==> config.mk <==
export PLATFORM = sky130hd
export DESIGN_NAME = mac_seq_ctrl_flat
export DESIGN_NICKNAME = d
export VERILOG_FILES = /design/src/rtl/mac_seq_ctrl_if.sv /design/src/rtl/mac_seq_ctrl.sv /design/src/flat_wrapper.sv
export SDC_FILE = /design/constraint.sdc
export NUM_CORES = 1
export LEC_CHECK = 0
export CAP_MARGIN = 20
export CELL_PAD_IN_SITES_DETAIL_PLACEMENT = 1
export CELL_PAD_IN_SITES_GLOBAL_PLACEMENT = 1
export CORE_AREA = 3 3 54 56
export DETAILED_ROUTE_END_ITERATION = 12
export DIE_AREA = 0 0 57 59
export DONT_BUFFER_PORTS = 1
export PLACE_DENSITY = 0.76
export SLEW_MARGIN = 30
export SYNTH_ARGS = -nofsm -noshare
export SYNTH_HDL_FRONTEND = slang
export SYNTH_SLANG_ARGS = --single-unit
==> constraint.sdc <==
create_clock -name clk -period 3.1 [get_ports clk]
set_input_delay 0.62 -clock clk [delete_from_list [all_inputs] [get_ports clk]]
set_output_delay 0.62 -clock clk [all_outputs]
set_load 0.01 [all_outputs]
==> src/rtl/mac_seq_ctrl_if.sv <==
// mac_seq_ctrl_if: operand stream, result stream and shared MAC datapath bus
// master: drives operands, consumes results, implements the datapath (mac_res)
// slave : the sequencer; accepts operands, drives datapath inputs, returns result
interface mac_seq_ctrl_if #(
    parameter int A_W   = 2,
    parameter int B_W   = 3,
    parameter int ACC_W = 8
);
    logic             in_valid;
    logic             in_ready;
    logic [A_W-1:0]   in_a;
    logic [B_W-1:0]   in_b;
    logic [A_W-1:0]   mac_a;
    logic [B_W-1:0]   mac_b;
    logic [ACC_W-1:0] mac_acc;
    logic [ACC_W:0]   mac_res;
    logic             out_valid;
    logic             out_ready;
    logic [ACC_W-1:0] out_data;
    logic             out_ovf;

    modport master (
        output in_valid, in_a, in_b, out_ready, mac_res,
        input  in_ready, mac_a, mac_b, mac_acc, out_valid, out_data, out_ovf
    );

    modport slave (
        input  in_valid, in_a, in_b, out_ready, mac_res,
        output in_ready, mac_a, mac_b, mac_acc, out_valid, out_data, out_ovf
    );
endinterface

==> src/rtl/mac_seq_ctrl.sv <==
// mac_seq_ctrl: dot-product sequencer time-sharing one external acc + a*b datapath
// clk, rst_n       : clock, async active-low reset
// start, len,      : launch a job of len terms seeded with acc_init (sampled in IDLE)
// acc_init
// clear            : sync abort back to IDLE, zeroing acc/cnt/ovf
// busy             : high in RUN or DONE
// bus (slave)      : operand stream in, datapath drive/capture, result stream out
module mac_seq_ctrl #(
    parameter int A_W   = 2,
    parameter int B_W   = 3,
    parameter int ACC_W = 8,
    parameter int CNT_W = 4
) (
    input  logic             clk,
    input  logic             rst_n,
    input  logic             start,
    input  logic             clear,
    input  logic [CNT_W-1:0] len,
    input  logic [ACC_W-1:0] acc_init,
    output logic             busy,
    mac_seq_ctrl_if.slave    bus
);
    typedef enum logic [1:0] {IDLE, RUN, DONE} state_t;

    state_t           state;
    logic [ACC_W-1:0] acc;
    logic [CNT_W-1:0] cnt;
    logic             ovf;

    always_ff @(posedge clk or negedge rst_n) begin
        if (!rst_n) begin
            state <= IDLE;
            acc   <= '0;
            cnt   <= '0;
            ovf   <= 1'b0;
        end else if (clear) begin
            state <= IDLE;
            acc   <= '0;
            cnt   <= '0;
            ovf   <= 1'b0;
        end else begin
            case (state)
                IDLE: if (start) begin
                    acc   <= acc_init;
                    cnt   <= len;
                    ovf   <= 1'b0;
                    state <= len != '0 ? RUN : DONE;
                end
                RUN: if (bus.in_valid) begin
                    acc <= bus.mac_res[ACC_W-1:0];
                    ovf <= ovf | bus.mac_res[ACC_W];
                    cnt <= cnt - 1'b1;
                    if (cnt == CNT_W'(1)) state <= DONE;
                end
                DONE: if (bus.out_ready) state <= IDLE;
                default: state <= IDLE;
            endcase
        end
    end

    assign bus.in_ready  = state == RUN;
    assign bus.out_valid = state == DONE;
    assign bus.out_data  = bus.out_valid ? acc : '0;
    assign bus.out_ovf   = bus.out_valid & ovf;
    assign busy          = state != IDLE;
    assign bus.mac_a     = bus.in_ready ? bus.in_a : '0;
    assign bus.mac_b     = bus.in_ready ? bus.in_b : '0;
    assign bus.mac_acc   = acc;
endmodule

==> src/flat_wrapper.sv <==
// flat-port wrapper written by rule: the top's interface ports become plain ports
module mac_seq_ctrl_flat 
#(
    parameter int A_W   = 2,
    parameter int B_W   = 3,
    parameter int ACC_W = 8,
    parameter int CNT_W = 4
)
  (clk, rst_n, start, clear, len, acc_init, busy, bus_in_valid, bus_in_a, bus_in_b, bus_out_ready, bus_mac_res, bus_in_ready, bus_mac_a, bus_mac_b, bus_mac_acc, bus_out_valid, bus_out_data, bus_out_ovf);
  mac_seq_ctrl_if #(.A_W(A_W), .B_W(B_W), .ACC_W(ACC_W)) bus_i ();
  input  logic clk;
  input  logic rst_n;
  input  logic start;
  input  logic clear;
  input  logic [CNT_W-1:0] len;
  input  logic [ACC_W-1:0] acc_init;
  output logic busy;
  input wire logic [$bits(bus_i.in_valid)-1:0] bus_in_valid;
  input wire logic [$bits(bus_i.in_a)-1:0] bus_in_a;
  input wire logic [$bits(bus_i.in_b)-1:0] bus_in_b;
  input wire logic [$bits(bus_i.out_ready)-1:0] bus_out_ready;
  input wire logic [$bits(bus_i.mac_res)-1:0] bus_mac_res;
  output wire logic [$bits(bus_i.in_ready)-1:0] bus_in_ready;
  output wire logic [$bits(bus_i.mac_a)-1:0] bus_mac_a;
  output wire logic [$bits(bus_i.mac_b)-1:0] bus_mac_b;
  output wire logic [$bits(bus_i.mac_acc)-1:0] bus_mac_acc;
  output wire logic [$bits(bus_i.out_valid)-1:0] bus_out_valid;
  output wire logic [$bits(bus_i.out_data)-1:0] bus_out_data;
  output wire logic [$bits(bus_i.out_ovf)-1:0] bus_out_ovf;
  assign bus_i.in_valid = bus_in_valid;
  assign bus_i.in_a = bus_in_a;
  assign bus_i.in_b = bus_in_b;
  assign bus_i.out_ready = bus_out_ready;
  assign bus_i.mac_res = bus_mac_res;
  assign bus_in_ready = bus_i.in_ready;
  assign bus_mac_a = bus_i.mac_a;
  assign bus_mac_b = bus_i.mac_b;
  assign bus_mac_acc = bus_i.mac_acc;
  assign bus_out_valid = bus_i.out_valid;
  assign bus_out_data = bus_i.out_data;
  assign bus_out_ovf = bus_i.out_ovf;
  mac_seq_ctrl #(.A_W(A_W), .B_W(B_W), .ACC_W(ACC_W), .CNT_W(CNT_W)) u_core (.clk(clk), .rst_n(rst_n), .start(start), .clear(clear), .len(len), .acc_init(acc_init), .busy(busy), .bus(bus_i));
endmodule
==> flow_results.xml, run 1 <==
<?xml version="1.0" encoding="UTF-8"?>
<metrics>
  <group name="global_routing">
    <metric name="met1_track_demand_over_resource_in_global_routing" unit="%">18.55</metric>
    <metric name="grt_usage" unit="%">14.93</metric>
    <metric name="global_route_met3_utilization" unit="%">5.229</metric>
    <metric name="first_pass_grt_wire_length" unit="um">3850</metric>
    <metric name="grt_antenna_before_repair" unit="">0</metric>
    <metric name="globalRoute.totalOverflow" unit="">0</metric>
    <metric name="grt_busiest_layer" unit="">met2</metric>
    <metric name="via_count_of_the_first_global_routing_pass" unit="">804</metric>
    <metric name="globalRouteMet2Util" unit="%">24.31</metric>
    <metric name="pin_count_of_the_biggest_net_entering_global_routing" unit="">15</metric>
  </group>
  <group name="floorplan">
    <metric name="initial_core_util" unit="%">39.44</metric>
    <metric name="io-pin-count" unit="">57</metric>
    <metric name="rows" unit="">18</metric>
    <metric name="fp.dieArea" unit="mm2">0.003363</metric>
    <metric name="floorplan.core_area" unit="mm2">0.002477</metric>
    <metric name="die_w" unit="um">57</metric>
    <metric name="fp.dieH" unit="um">59</metric>
  </group>
  <group name="synthesis">
    <metric name="synth_cell_type_count" unit="">31</metric>
    <metric name="synth_top_area_share" unit="%">38.41</metric>
    <metric name="post_synth.cell_area_avg" unit="um2">8.884</metric>
    <metric name="netlist_top_cells_area" unit="">dfrtp_1 (38%), and2_1 (9.6%), mux2i_1 (8.2%)</metric>
    <metric name="synth-seq-area-share" unit="%">38.41</metric>
    <metric name="netlist_instances" unit="">110</metric>
    <metric name="synth.cell_area" unit="um2">977.2</metric>
    <metric name="ys_ff_latch" unit="">15</metric>
    <metric name="yosys.area.top_type" unit="">dfrtp_1</metric>
    <metric name="synthesis_warnings" unit="">0</metric>
    <metric name="mappedNetlistNets" unit="">144</metric>
  </group>
  <group name="drt">
    <metric name="via_count" unit="">792</metric>
    <metric name="avgRoutedWirePerCell" unit="um">17.72</metric>
    <metric name="remaining_drc_errors" unit="">0</metric>
    <metric name="tritonroute_pass_1_iters" unit="">6</metric>
    <metric name="route.detailed.vias_per_inst" unit="">5.698</metric>
    <metric name="sum_of_routed_wire_length_over_all_layers" unit="um">2463</metric>
    <metric name="first_iter_violations" unit="">22</metric>
    <metric name="antenna_violating_nets_post_route" unit="">0</metric>
  </group>
  <group name="layout">
    <metric name="num_antenna_cells" unit="">0</metric>
    <metric name="post_route_cells_drive_above_1_share" unit="%">11.01</metric>
    <metric name="post-route-util" unit="%">40.61</metric>
    <metric name="mostFrequentLayoutCells" unit="">and2_1 (15), dfrtp_1 (15), nand2_1 (12)</metric>
    <metric name="layout-area-overhead-vs-synth" unit="%">2.944</metric>
    <metric name="n_fill_cell" unit="">298</metric>
    <metric name="final-seq-area" unit="um2">375.4</metric>
    <metric name="nets" unit="">144</metric>
    <metric name="area_of_combinational_cells_with_multiple_inputs" unit="um2">516.7</metric>
  </group>
  <group name="sta">
    <metric name="final_hold_viol_count" unit="">0</metric>
    <metric name="final_max_slew_viol_count" unit="">0</metric>
    <metric name="grt_setup_unrepaired" unit="">no</metric>
    <metric name="period_needed" unit="ns">2.404</metric>
    <metric name="clock-skew-final" unit="ns">0.005356</metric>
    <metric name="slew_headroom" unit="%">48.28</metric>
    <metric name="timing.final.setup_violations" unit="">0</metric>
    <metric name="setup_tns" unit="ns">0</metric>
    <metric name="worst-slew-pin-transition" unit="ns">0.7729</metric>
    <metric name="min_period_over_period" unit="%">77.54</metric>
    <metric name="fin_hold_ws" unit="ns">0.3761</metric>
    <metric name="max_clock_freq" unit="MHz">416.0</metric>
    <metric name="final.setup.worst_slack" unit="ns">0.6961</metric>
  </group>
  <group name="critical_path">
    <metric name="critPathBufInv" unit="">1</metric>
    <metric name="crit_end" unit="">bus_out_data[1]</metric>
    <metric name="cp-end-kind" unit="">primary output</metric>
    <metric name="critical_path.slowest_cell" unit="">nor2_1</metric>
    <metric name="critPathLaunchType" unit="">flip-flop</metric>
    <metric name="timing.critical_path.depth" unit="">3</metric>
    <metric name="timing.reg2reg.setup_slack" unit="ns">1.42</metric>
    <metric name="critPathLaunch" unit="">u_core.state[1]</metric>
    <metric name="crit_family" unit="">simple AND/OR/NAND/NOR gates</metric>
    <metric name="reg2reg_to" unit="">u_core.cnt[3]</metric>
    <metric name="cpPeakStageDelay" unit="ns">0.61</metric>
    <metric name="worstPathArrival" unit="ns">1.78</metric>
    <metric name="timing.reg2reg.worst_path_depth" unit="">4</metric>
    <metric name="worstPathMaxFanout" unit="">11</metric>
    <metric name="path_class" unit="">flip-flop to primary output</metric>
    <metric name="worst_ep_required_time" unit="ns">2.48</metric>
    <metric name="series_of_cell_instances_along_the_critical_path" unit="">inv_1 &gt; nor2_1 &gt; and2_1</metric>
    <metric name="crit-reg2reg-launch" unit="">u_core.state[0]</metric>
  </group>
  <group name="clock_network">
    <metric name="clk_latency" unit="ns">0.29</metric>
    <metric name="root_buffer" unit="">clkbuf_4</metric>
    <metric name="post_cts_hold_buffer_count" unit="">1</metric>
    <metric name="clock_path_buffers" unit="">2</metric>
    <metric name="tritoncts" unit="">yes</metric>
    <metric name="cts.repair_timing.setup_buffer_count" unit="">0</metric>
    <metric name="cts-resized-gates" unit="">0</metric>
    <metric name="numClockSinks" unit="">15</metric>
    <metric name="cts-htree-levels" unit="">1</metric>
    <metric name="cts-buffers-inserted" unit="">3</metric>
    <metric name="worst_setup_hold_path_clk_slew" unit="ns">0.10</metric>
  </group>
  <group name="power">
    <metric name="ir_worst_vdd" unit="V">0.0002104</metric>
    <metric name="power_density" unit="mW/mm2">482.8</metric>
    <metric name="p_leak" unit="nW">0.4358</metric>
  </group>
  <group name="outcome">
    <metric name="status" unit="">finished clean</metric>
  </group>
  <group name="worst_hold_path">
    <metric name="hold_start" unit="">clear</metric>
    <metric name="hold_path_class" unit="">input pin to flip-flop</metric>
  </group>
  <group name="placed_design">
    <metric name="place.port_buffers" unit="">0</metric>
    <metric name="dp_hpwl" unit="um">1903</metric>
    <metric name="gp_congestion" unit="">0.8200</metric>
    <metric name="post_placement_worst_setup_slack" unit="ns">1.022</metric>
  </group>
  <group name="flow_run">
    <metric name="maxCapViolCount" unit="">0</metric>
  </group>
</metrics>
[through the flow]
step	total power, W	instance area, um2	instances
final	0.0004857	1006	139
after global routing	0.0005249	1006	139
after CTS	0.0004909	996.0	138
after detailed placement	0.0003699	958.4	133
after global placement	0.0003630	958.4	133
after floorplan	0.0003576	977.2	110
[final cells by class]
class | instances | area share, %
flip-flops and latches | 15 | 37.31
multi-input cells | 81 | 51.37
clock buffers | 3 | 2.239
repair buffers | 2 | 1.990
clock inverters | 1 | 0.4975
inverters | 7 | 2.861
well taps | 30 | 3.731
[synthesized netlist by cell type (all sizes together)]
| library cell | count |
|---|---|
| o31ai | 1 |
| buf | 5 |
| a22oi | 1 |
| a221o | 1 |
| and2 | 16 |
| a31oi | 1 |
| dfrtp | 15 |
| mux2i | 8 |
| nor4 | 2 |
| nor3b | 1 |
| mux2 | 2 |
| nand2b | 2 |
| a21oi | 7 |
| nor2b | 1 |
| nand2 | 13 |
| clkbuf | 2 |
| nor2 | 6 |
| o21ai | 14 |
| ha | 2 |
| inv | 7 |
| o22ai | 1 |
| a211oi | 1 |
| a211o | 1 |
[worst min path at each step]
| stage | to | cells after the start | slack [ns] |
|---|---|---|---|
| 6_report | u_core.ovf | 1 | 0.38 |
| 5_1_grt | u_core.cnt[2] | 1 | 0.35 |
| 4_1_cts | u_core.cnt[2] | 0 | 0.004 |
| 3_5_place_dp | u_core.ovf | 0 | 0.32 |
| 3_3_place_gp | u_core.ovf | 0 | 0.32 |
| 2_1_floorplan | u_core.bus.mac_acc[0] | 0 | 0.32 |
[cells by family (layout without fill, tap and decap cells)]
family	count (synthesis)	after routing	share of synthesized area (%)
compound gates	28	28	17.42
fa+ha+maj	2	2	2.560
buf+inv	14	13	8.707
flops	15	15	38.41
mux	10	10	10.88
simple gates	41	41	22.02
[registers in the layout (all words and copies together) (netlist names)]
register / cells
u_core.bus.mac_acc: 8
u_core.ovf: 1
u_core.state: 2
u_core.cnt: 4
[report_power, final]
group	switching, W	internal, W
combinational	0.0000744	0.0000500
sequential	0.0000283	0.000217
clock	0.0000677	0.0000481
total	0.000170	0.000315
[worst register-to-register path, stage by stage (launching register included)]
cell	delay, ns
dfrtp_1	0.55
nand2b_1	0.31
nor4_1	0.40
a221o_1	0.24
o22ai_1	0.08
[metal layers]
metal	vias to the layer above	wire length (um)
li1	369	-
met1	391	972
met2	30	1265
met3	2	203
met4	0	22
met5	-	0
No activity file was read; power rests on OpenSTA's default activity.
==> run 2, diff against run 1 <==
Settings changed: CORE_AREA 3 3 54 56 to 3 3 55 57, DIE_AREA 0 0 57 59 to 0 0 58 60.
Clock period 3.1 ns to 2.2 ns, I/O delays scaled along.
==> flow_results.xml, run 2 (synthesized netlist as in run 1, its figures left out) <==
<?xml version="1.0" encoding="UTF-8"?>
<metrics>
  <group name="outcome">
    <metric name="status" unit="">finished clean</metric>
  </group>
  <group name="worst_hold_path">
    <metric name="hold_start" unit="">clear</metric>
    <metric name="hold_path_class" unit="">input pin to flip-flop</metric>
    <metric name="worstHoldEndpoint" unit="">u_core.cnt[2]</metric>
    <metric name="holdPathStages" unit="">1</metric>
  </group>
  <group name="placed_design">
    <metric name="gp_congestion" unit="">0.8314</metric>
    <metric name="post_placement_worst_setup_slack" unit="ns">0.4404</metric>
    <metric name="place.port_buffers" unit="">0</metric>
    <metric name="dp_hpwl" unit="um">1979</metric>
  </group>
  <group name="critical_path">
    <metric name="path_class" unit="">flip-flop to primary output</metric>
    <metric name="critPathLaunchType" unit="">flip-flop</metric>
    <metric name="crit-reg2reg-launch" unit="">u_core.state[0]</metric>
    <metric name="reg2reg_to" unit="">u_core.bus.mac_acc[1]</metric>
    <metric name="worstPathMaxFanout" unit="">14</metric>
    <metric name="cp-end-kind" unit="">primary output</metric>
    <metric name="worstPathArrival" unit="ns">1.49</metric>
    <metric name="critPathLaunch" unit="">u_core.state[0]</metric>
    <metric name="timing.reg2reg.setup_slack" unit="ns">0.61</metric>
    <metric name="worst_ep_required_time" unit="ns">1.76</metric>
    <metric name="timing.reg2reg.worst_path_depth" unit="">4</metric>
  </group>
  <group name="clock_network">
    <metric name="clk_latency" unit="ns">0.28</metric>
    <metric name="cts-buffers-inserted" unit="">3</metric>
    <metric name="tritoncts" unit="">yes</metric>
    <metric name="clock_path_buffers" unit="">2</metric>
    <metric name="cts.repair_timing.setup_buffer_count" unit="">0</metric>
    <metric name="root_buffer" unit="">clkbuf_4</metric>
    <metric name="cts-htree-levels" unit="">1</metric>
    <metric name="numClockSinks" unit="">15</metric>
    <metric name="worst_setup_hold_path_clk_slew" unit="ns">0.09</metric>
  </group>
  <group name="power">
    <metric name="pwr-share-clk" unit="%">23.4</metric>
    <metric name="power_switching" unit="W">0.0002353</metric>
    <metric name="ir_worst_vdd" unit="V">0.0002566</metric>
    <metric name="p_leak" unit="nW">0.4371</metric>
    <metric name="sw_frac_of_total" unit="%">34.60</metric>
    <metric name="power.sequential.fraction" unit="%">51.1</metric>
    <metric name="p_int" unit="W">0.0004448</metric>
    <metric name="power_density" unit="mW/mm2">676.1</metric>
    <metric name="power.combinational.fraction" unit="%">25.6</metric>
  </group>
  <group name="floorplan">
    <metric name="io-pin-count" unit="">57</metric>
    <metric name="fp.dieH" unit="um">60</metric>
    <metric name="initial_core_util" unit="%">38.74</metric>
    <metric name="fp.dieArea" unit="mm2">0.003480</metric>
    <metric name="rows" unit="">18</metric>
    <metric name="floorplan.core_area" unit="mm2">0.002522</metric>
    <metric name="die_w" unit="um">58</metric>
  </group>
  <group name="drt">
    <metric name="antenna_violating_nets_post_route" unit="">0</metric>
    <metric name="tritonroute_pass_1_iters" unit="">4</metric>
    <metric name="avgRoutedWirePerCell" unit="um">17.59</metric>
    <metric name="first_iter_violations" unit="">21</metric>
    <metric name="route.detailed.vias_per_inst" unit="">5.568</metric>
    <metric name="remaining_drc_errors" unit="">0</metric>
    <metric name="sum_of_routed_wire_length_over_all_layers" unit="um">2445</metric>
    <metric name="via_count" unit="">774</metric>
  </group>
  <group name="layout">
    <metric name="largest_reg_flops" unit="">8</metric>
    <metric name="nets" unit="">144</metric>
    <metric name="final-seq-area" unit="um2">375.4</metric>
    <metric name="num_antenna_cells" unit="">0</metric>
    <metric name="layout-area-overhead-vs-synth" unit="%">2.944</metric>
    <metric name="mostFrequentLayoutCells" unit="">and2_1 (15), dfrtp_1 (15), nand2_1 (12)</metric>
    <metric name="post_route_cells_drive_above_1_share" unit="%">12.84</metric>
    <metric name="area_of_combinational_cells_with_multiple_inputs" unit="um2">519.2</metric>
    <metric name="n_fill_cell" unit="">317</metric>
  </group>
  <group name="global_routing">
    <metric name="grt_usage" unit="%">15.02</metric>
    <metric name="globalRoute.totalOverflow" unit="">0</metric>
    <metric name="pin_count_of_the_biggest_net_entering_global_routing" unit="">16</metric>
    <metric name="via_count_of_the_first_global_routing_pass" unit="">798</metric>
    <metric name="first_pass_grt_wire_length" unit="um">3967</metric>
    <metric name="grt_antenna_before_repair" unit="">0</metric>
  </group>
  <group name="sta">
    <metric name="final.setup.worst_slack" unit="ns">0.2677</metric>
    <metric name="min_period_over_period" unit="%">87.83</metric>
    <metric name="final_hold_viol_count" unit="">0</metric>
    <metric name="worst-slew-pin-transition" unit="ns">0.6942</metric>
    <metric name="max_clock_freq" unit="MHz">517.5</metric>
    <metric name="slew_headroom" unit="%">53.56</metric>
    <metric name="final_max_slew_viol_count" unit="">0</metric>
    <metric name="setup_tns" unit="ns">0</metric>
    <metric name="period_needed" unit="ns">1.932</metric>
    <metric name="clock-skew-final" unit="ns">0.006179</metric>
    <metric name="grt_setup_unrepaired" unit="">no</metric>
    <metric name="timing.final.setup_violations" unit="">0</metric>
  </group>
  <group name="flow_run">
    <metric name="maxCapViolCount" unit="">0</metric>
  </group>
</metrics>
==> run 2: per-stage QoR <==
stage	utilization, %	cell area [um2]	hold WS (ns)	power [W]	cells
finish	39.88	1006	0.2150	0.0006801	139
global route	39.88	1006	0.2009	0.0007288	139
CTS	39.78	1003	0.2029	0.0006903	139
detailed placement	38.29	965.9	0.1448	0.0005228	134
global placement	38.29	965.9	0.1450	0.0005124	134
floorplan	-	977.2	0.1444	0.0005039	110
==> run 2: power by group through the flow <==
stage | Combinational (W) | Sequential (W) | Clock [W]
2_1_floorplan | 0.000165 | 0.000339 | 0
3_3_place_gp | 0.000163 | 0.000349 | 0
3_5_place_dp | 0.000170 | 0.000353 | 0
4_1_cts | 0.000177 | 0.000347 | 0.000166
5_1_grt | 0.000198 | 0.000354 | 0.000178
6_report | 0.000174 | 0.000347 | 0.000159
==> run 2: worst max-delay path by stage <==
stage                         to  slack (ns)  cells past startpoint
global route        bus_mac_b[2]        0.13                      3
CTS                 bus_mac_b[2]        0.13                      3
finish              bus_mac_b[2]        0.27                      3
detailed placement  bus_mac_b[2]        0.44                      3
floorplan           bus_mac_a[0]        0.65                      5
global placement    bus_mac_b[2]        0.56                      3
==> run 2: layer usage <==
metal	share of wire, %	wire length (um)	track usage, %	vias up
met3	9.5	232	5.400	4
met2	50	1220	25.32	32
li1	-	-	-	372
met5	0	0	0	-
met1	40	970	18.12	366
met4	0.86	21	3.974	0
==> run 2: repair_timing <==
item | CTS | global route
resized for setup | 0 | 1
endpoints found under the setup margin | 0 | 5
hold endpoints to repair | 15 | 0
hold buffers | 1 | 0
==> run 2: cell type report <==
type | instances | share of cell area, %
Tap cell | 30 | 3.731
Multi-Input combinational cell | 81 | 51.62
Clock inverter | 1 | 0.4975
Sequential cell | 15 | 37.31
Clock buffer | 3 | 2.239
Timing Repair Buffer | 2 | 1.741
Inverter | 7 | 2.861
==> run 2: critical path, cell delays in order, from the launching register on <==
cell and delay (ns):
dfrtp_1 0.55, nand2b_2 0.22, inv_4 0.22, and2_1 0.22
